`src/rtl/game_tick_scheduler.sv`:
```
// Game-tick scheduler for a snake game: countdown, run/pause/over control and a
// speed level that shortens the number of base ticks between game ticks.
module game_tick_scheduler #(
   parameter int START_DIV       = 8,
   parameter int MIN_DIV         = 2,
   parameter int FOOD_PER_LEVEL  = 4,
   parameter int COUNTDOWN_TICKS = 3
) (
   input  logic       clk,
   input  logic       reset,
   input  logic       base_tick,
   input  logic       start,
   input  logic       pause_btn,
   input  logic       food_eaten,
   input  logic       game_over,
   output logic       game_tick,
   output logic [2:0] state,
   output logic [3:0] speed_level,
   output logic [1:0] countdown
);

   typedef enum logic [2:0] {
      S_IDLE      = 3'd0,
      S_COUNTDOWN = 3'd1,
      S_RUN       = 3'd2,
      S_PAUSED    = 3'd3,
      S_OVER      = 3'd4
   } state_e;

   localparam logic [3:0] START_DIV_L = 4'(START_DIV);
   localparam logic [3:0] MAX_LEVEL_L = 4'(START_DIV - MIN_DIV);
   localparam logic [3:0] FOOD_LAST_L = 4'(FOOD_PER_LEVEL - 1);
   localparam logic [1:0] CD_LOAD_L   = 2'(COUNTDOWN_TICKS);

   state_e     state_q, state_d;
   logic [1:0] countdown_q, countdown_d;
   logic [3:0] sub_cnt_q, sub_cnt_d;
   logic [3:0] food_cnt_q, food_cnt_d;
   logic [3:0] level_q, level_d;
   logic       tick_q, tick_d;
   logic [3:0] tick_limit;

   // Level never exceeds MAX_LEVEL, so the divisor stays at or above MIN_DIV.
   assign tick_limit = START_DIV_L - level_q - 4'd1;

   always_ff @(posedge clk or posedge reset) begin
      if (reset) begin
         state_q     <= S_IDLE;
         countdown_q <= 2'd0;
         sub_cnt_q   <= 4'd0;
         food_cnt_q  <= 4'd0;
         level_q     <= 4'd0;
         tick_q      <= 1'b0;
      end else begin
         state_q     <= state_d;
         countdown_q <= countdown_d;
         sub_cnt_q   <= sub_cnt_d;
         food_cnt_q  <= food_cnt_d;
         level_q     <= level_d;
         tick_q      <= tick_d;
      end
   end

   always_comb begin
      state_d     = state_q;
      countdown_d = countdown_q;
      sub_cnt_d   = sub_cnt_q;
      food_cnt_d  = food_cnt_q;
      level_d     = level_q;
      tick_d      = 1'b0;
      case (state_q)
         S_IDLE: begin
            if (start) begin
               state_d     = S_COUNTDOWN;
               countdown_d = CD_LOAD_L;
               sub_cnt_d   = 4'd0;
               food_cnt_d  = 4'd0;
               level_d     = 4'd0;
            end
         end
         S_COUNTDOWN: begin
            if (base_tick) begin
               if (countdown_q == 2'd1) begin
                  state_d     = S_RUN;
                  countdown_d = 2'd0;
                  sub_cnt_d   = 4'd0;
               end else begin
                  countdown_d = countdown_q - 2'd1;
               end
            end
         end
         S_RUN: begin
            if (game_over) begin
               state_d = S_OVER;
            end else if (pause_btn) begin
               state_d = S_PAUSED;
            end else begin
               // Tick decision uses the level held this cycle, before any food update.
               if (base_tick) begin
                  if (sub_cnt_q >= tick_limit) begin
                     tick_d    = 1'b1;
                     sub_cnt_d = 4'd0;
                  end else begin
                     sub_cnt_d = sub_cnt_q + 4'd1;
                  end
               end
               if (food_eaten) begin
                  if (food_cnt_q == FOOD_LAST_L) begin
                     food_cnt_d = 4'd0;
                     if (level_q < MAX_LEVEL_L) level_d = level_q + 4'd1;
                  end else begin
                     food_cnt_d = food_cnt_q + 4'd1;
                  end
               end
            end
         end
         S_PAUSED: begin
            if (game_over)      state_d = S_OVER;
            else if (pause_btn) state_d = S_RUN;
         end
         S_OVER: begin
            if (start) begin
               state_d     = S_COUNTDOWN;
               countdown_d = CD_LOAD_L;
               sub_cnt_d   = 4'd0;
               food_cnt_d  = 4'd0;
               level_d     = 4'd0;
            end
         end
         default: begin
            state_d     = S_IDLE;
            countdown_d = 2'd0;
            sub_cnt_d   = 4'd0;
            food_cnt_d  = 4'd0;
            level_d     = 4'd0;
         end
      endcase
   end

   assign game_tick   = tick_q;
   assign state       = state_q;
   assign speed_level = level_q;
   assign countdown   = countdown_q;

endmodule

```
`config.mk`:
```
export PLATFORM = sky130hd
export DESIGN_NAME = game_tick_scheduler
export DESIGN_NICKNAME = d
export VERILOG_FILES = /design/src/rtl/game_tick_scheduler.sv
export SDC_FILE = /design/constraint.sdc
export NUM_CORES = 1
export LEC_CHECK = 0
export ABC_AREA = 1
export BUFFER_PORTS_ARGS = -buffer_cell sky130_fd_sc_hd__buf_2
export CAP_MARGIN = 30
export CORE_MARGIN = 2
export CORE_UTILIZATION = 60
export DETAILED_ROUTE_END_ITERATION = 6
export PLACE_DENSITY = 0.83
export SYNTH_ARGS = -nofsm -noshare
export SYNTH_HDL_FRONTEND = slang
export SYNTH_SLANG_ARGS = --single-unit
export TNS_END_PERCENT = 5
```
`constraint.sdc`:
```
create_clock -name clk -period 2.4 [get_ports clk]
set_clock_uncertainty 0.05 [all_clocks]
set_input_delay 0.12 -clock clk [delete_from_list [all_inputs] [get_ports clk]]
set_output_delay 0.12 -clock clk [all_outputs]
set_load 0.05 [all_outputs]
```
==> results.txt <==
The flow ran to the end, and the final reports show no timing, DRC or antenna violations. From left edge to right edge, the die measures 48.06 um. The synthesis warning total came out at 0. Input and output buffers added on the ports amount to 16. The min-delay analysis places its worst path in the category in -> reg. Summed over all failing endpoints, the final setup total negative slack is 0 ns. The full die area came out at 0.002310 mm^2. The later-pin clock latency in the skew report came out at 0.30 ns. The peak ir drop on the vdd network came out at 722.5 uV. The largest buffer count on any clock path came out at 2. Pin placement for this block handled 17 I/O pins. The completed layout was analyzed and its total power is 1.453 mW.

In this run the worst setup path terminates at speed_level[0]$_DFFE_PP0P_. The net count of the finished layout is 188. In this run the critical register-to-register path is captured at speed_level[0]$_DFFE_PP0P_. The part of the cycle the worst path needs is 66.08%. The tightest slew margin relative to the limit is 53.30%. Measured in cells, the most critical reg-to-reg path has a length of 8. In this run, synthesis inferred 0 flip-flops with an integrated enable. The largest net degree at the start of global routing is 19.

TritonCTS built the clock tree. The power density normalized to cell area is 1102 mW/mm^2. Sequential cells were found to cover 38.67% of the synthesized design area. Clock tree synthesis found a total of 18 sinks. The worst register-to-register path begins at food_cnt_q[0]$_DFFE_PP0P_.

Based on the critical path, the design can be clocked at up to 630.5 MHz. The worst hold path cell count is 4. In this run the number of H-tree levels came out at 1. The worst setup path is captured at a flop. The height of the die is 48.06 um. The cell sitting at the root of the clock tree is a sky130_fd_sc_hd__clkbuf_4. The quantity of gates resized following cts is 0.

The startpoint identified for the worst hold timing path is pause_btn. The number of inserted diodes came out at 0. Buffers inserted during clock tree synthesis total 3. The clock transition time at the flip-flop clock pins of the worst setup and hold paths came out at 0.10 ns. The wire length of the first global-routing pass came out at 3981 um. Setup violations remaining at the end of the flow were counted as 0.

The post-route minimum period came out at 1.586 ns. The core region is 0.001783 mm^2. The initial antenna violation count came out at 0. The fraction of final layout cells with drive strength greater than 1 came out at 21.05%. The maximum fanout along the worst path is 5.

The static power due to leakage is 0.7650 nW. The post-synthesis area per instance came out at 7.766 um^2. The count of nets left with antenna violations after detail routing is 0. The final core area utilization came out at 73.96%. The library cells used most frequently in the layout, excluding fill and tap cells, are sky130_fd_sc_hd__nand2_1, sky130_fd_sc_hd__nand3_1, sky130_fd_sc_hd__dfrtp_1. The count of state elements after synthesis is 18. The sum of net half-perimeters after detailed placement is 1852 um. The number of distinct library cell variants in the gate-level netlist after synthesis came out at 23.

The violation count after the first detailed-route iteration is 21. The combined area of all synthesized cells is 0.001165 mm^2. The number of failing hold endpoints at the final stage came out at 0. The required time at the worst-slack endpoint is 2.55 ns. Leaving out fill and tap cells, the most frequent cell in the layout is sky130_fd_sc_hd__nand2_1. The number of iterations in the first detailed-routing pass is 4. The remaining global-route overflow came out at 0. The final routed wire length divided by cell count is 12.30 um. STA classifies the critical path startpoint as a flop. For this configuration, the core starts out at a cell density of 65.33%. The setup slack of the most critical reg-to-reg path is 0.81 ns. The share of synthesized registers carrying an async set or reset came out at 100.0%. In the routed layout, each cell is associated on average with a via count of 5.347. The detailed-route DRC error count is 0. The arrival time of data at the critical path endpoint is 1.73 ns. The number of max-capacitance violations reported is 0. For the pin with the worst max-slew slack, the measured transition is 0.6997 ns. The number of max-slew violations in the final report came out at 0. The total wire length after detailed routing is 2410 um. The overall track demand over capacity in global routing came out at 25.31%.

The total number of placement rows came out at 15. The number of global-route vias before repair came out at 949. The post-synth net total is 165.

The vias after detailed routing is 1048. The global placement routability congestion is 0.8530. The critical path start-end classification is reg -> reg. After technology mapping, the gate count stands at 150. The area growth from synthesis to final layout came out at 13.21%.

For this run, the leading register cell type out of synthesis is sky130_fd_sc_hd__dfrtp_1. The beginning of the critical path is food_cnt_q[0]$_DFFE_PP0P_. Setup repair after global routing left no endpoint under its margin.
## logic make-up (layout without fill, tap and decap cells)
family | after synthesis | after routing | synth area share [%]
buffers and inverters | 20 | 41 | 6.445
XOR/XNOR | 5 | 5 | 3.760
AND/OR/NAND/NOR | 84 | 84 | 34.91
adder cells (fa/ha/maj) | 8 | 8 | 8.593
flip-flops | 18 | 18 | 38.67
AO/OA/AOI/OAI | 15 | 15 | 7.627
## synth_stat cells (all sizes together) (2+ instances only)
cell type  number  area (um^2)
xor2            2        17.52
nor2           16        95.09
nand2          45        183.9
dfrtp          18        450.4
o21ai           5        25.02
xnor2           3        26.28
nand3b          3        26.27
inv            20        75.07
nand3          18        90.09
ha              8        100.1
a21oi           7        42.54
## layer usage
| metal | global-route usage, % | part of all wire [%] | up-vias |
|---|---|---|---|
| met5 | 0 | 0 | - |
| met4 | 12.97 | 1.9 | 0 |
| met3 | 3.396 | 4.2 | 6 |
| met2 | 41.87 | 50 | 29 |
| met1 | 32.08 | 44 | 485 |
| li1 | - | - | 528 |
## repair_timing
item | CTS | global route
buffers inserted | 0 | 0
hold buffers | 2 | 0
hold endpoints to repair | 19 | 0
## layout make-up
cell class	instances	area [um^2]
multi-input cells	112	639.4
fillers	153	464.2
flip-flops and latches	18	450.4
repair buffers	18	100.1
inverters	20	75.07
well taps	25	31.28
clock buffers	3	22.52
## through the flow
stage               setup slack [ns]  cells  area (um^2)  hold slack, ns
finish                        0.8141    196         1319         0.07478
global route                  0.6556    196         1319          0.1233
CTS                           0.8137    196         1319         0.06792
detailed placement            0.8192    191         1276          0.2039
global placement              0.9045    191         1276          0.2056
floorplan                     0.6743    150         1165        0.008570
## critical path, stage by stage, from the launching register on
cell and delay (ns):
sky130_fd_sc_hd__dfrtp_1 0.39, sky130_fd_sc_hd__ha_1 0.20, sky130_fd_sc_hd__inv_1 0.05, sky130_fd_sc_hd__nor3_1 0.29, sky130_fd_sc_hd__nor2_4 0.07, sky130_fd_sc_hd__nor2_2 0.22
sky130_fd_sc_hd__nand2_2 0.10, sky130_fd_sc_hd__nand2_1 0.07, sky130_fd_sc_hd__nand2_1 0.06
## sequential cells by signal, summed over array words and instances (netlist names)
signal	count
food_cnt_q	4
state	3
countdown	2
game_tick	1
sub_cnt_q	4
speed_level	4
## power by group
group | switching (mW) | total (mW) | internal [mW]
combinational | 0.620 | 0.855 | 0.235
sequential | 0.0778 | 0.447 | 0.370
clock | 0.0915 | 0.150 | 0.0585
total | 0.789 | 1.45 | 0.663
## worst min path at each step
stage	to	slack [ns]
detailed placement	food_cnt_q[2]$_DFFE_PP0P_	0.20
global route	state[1]$_DFFE_PP0P_	0.12
global placement	food_cnt_q[2]$_DFFE_PP0P_	0.21
floorplan	countdown[0]$_DFFE_PP0P_	0.009
CTS	state[1]$_DFFE_PP0P_	0.07
finish	state[1]$_DFFE_PP0P_	0.07
No activity file was read; power rests on OpenSTA's default activity.
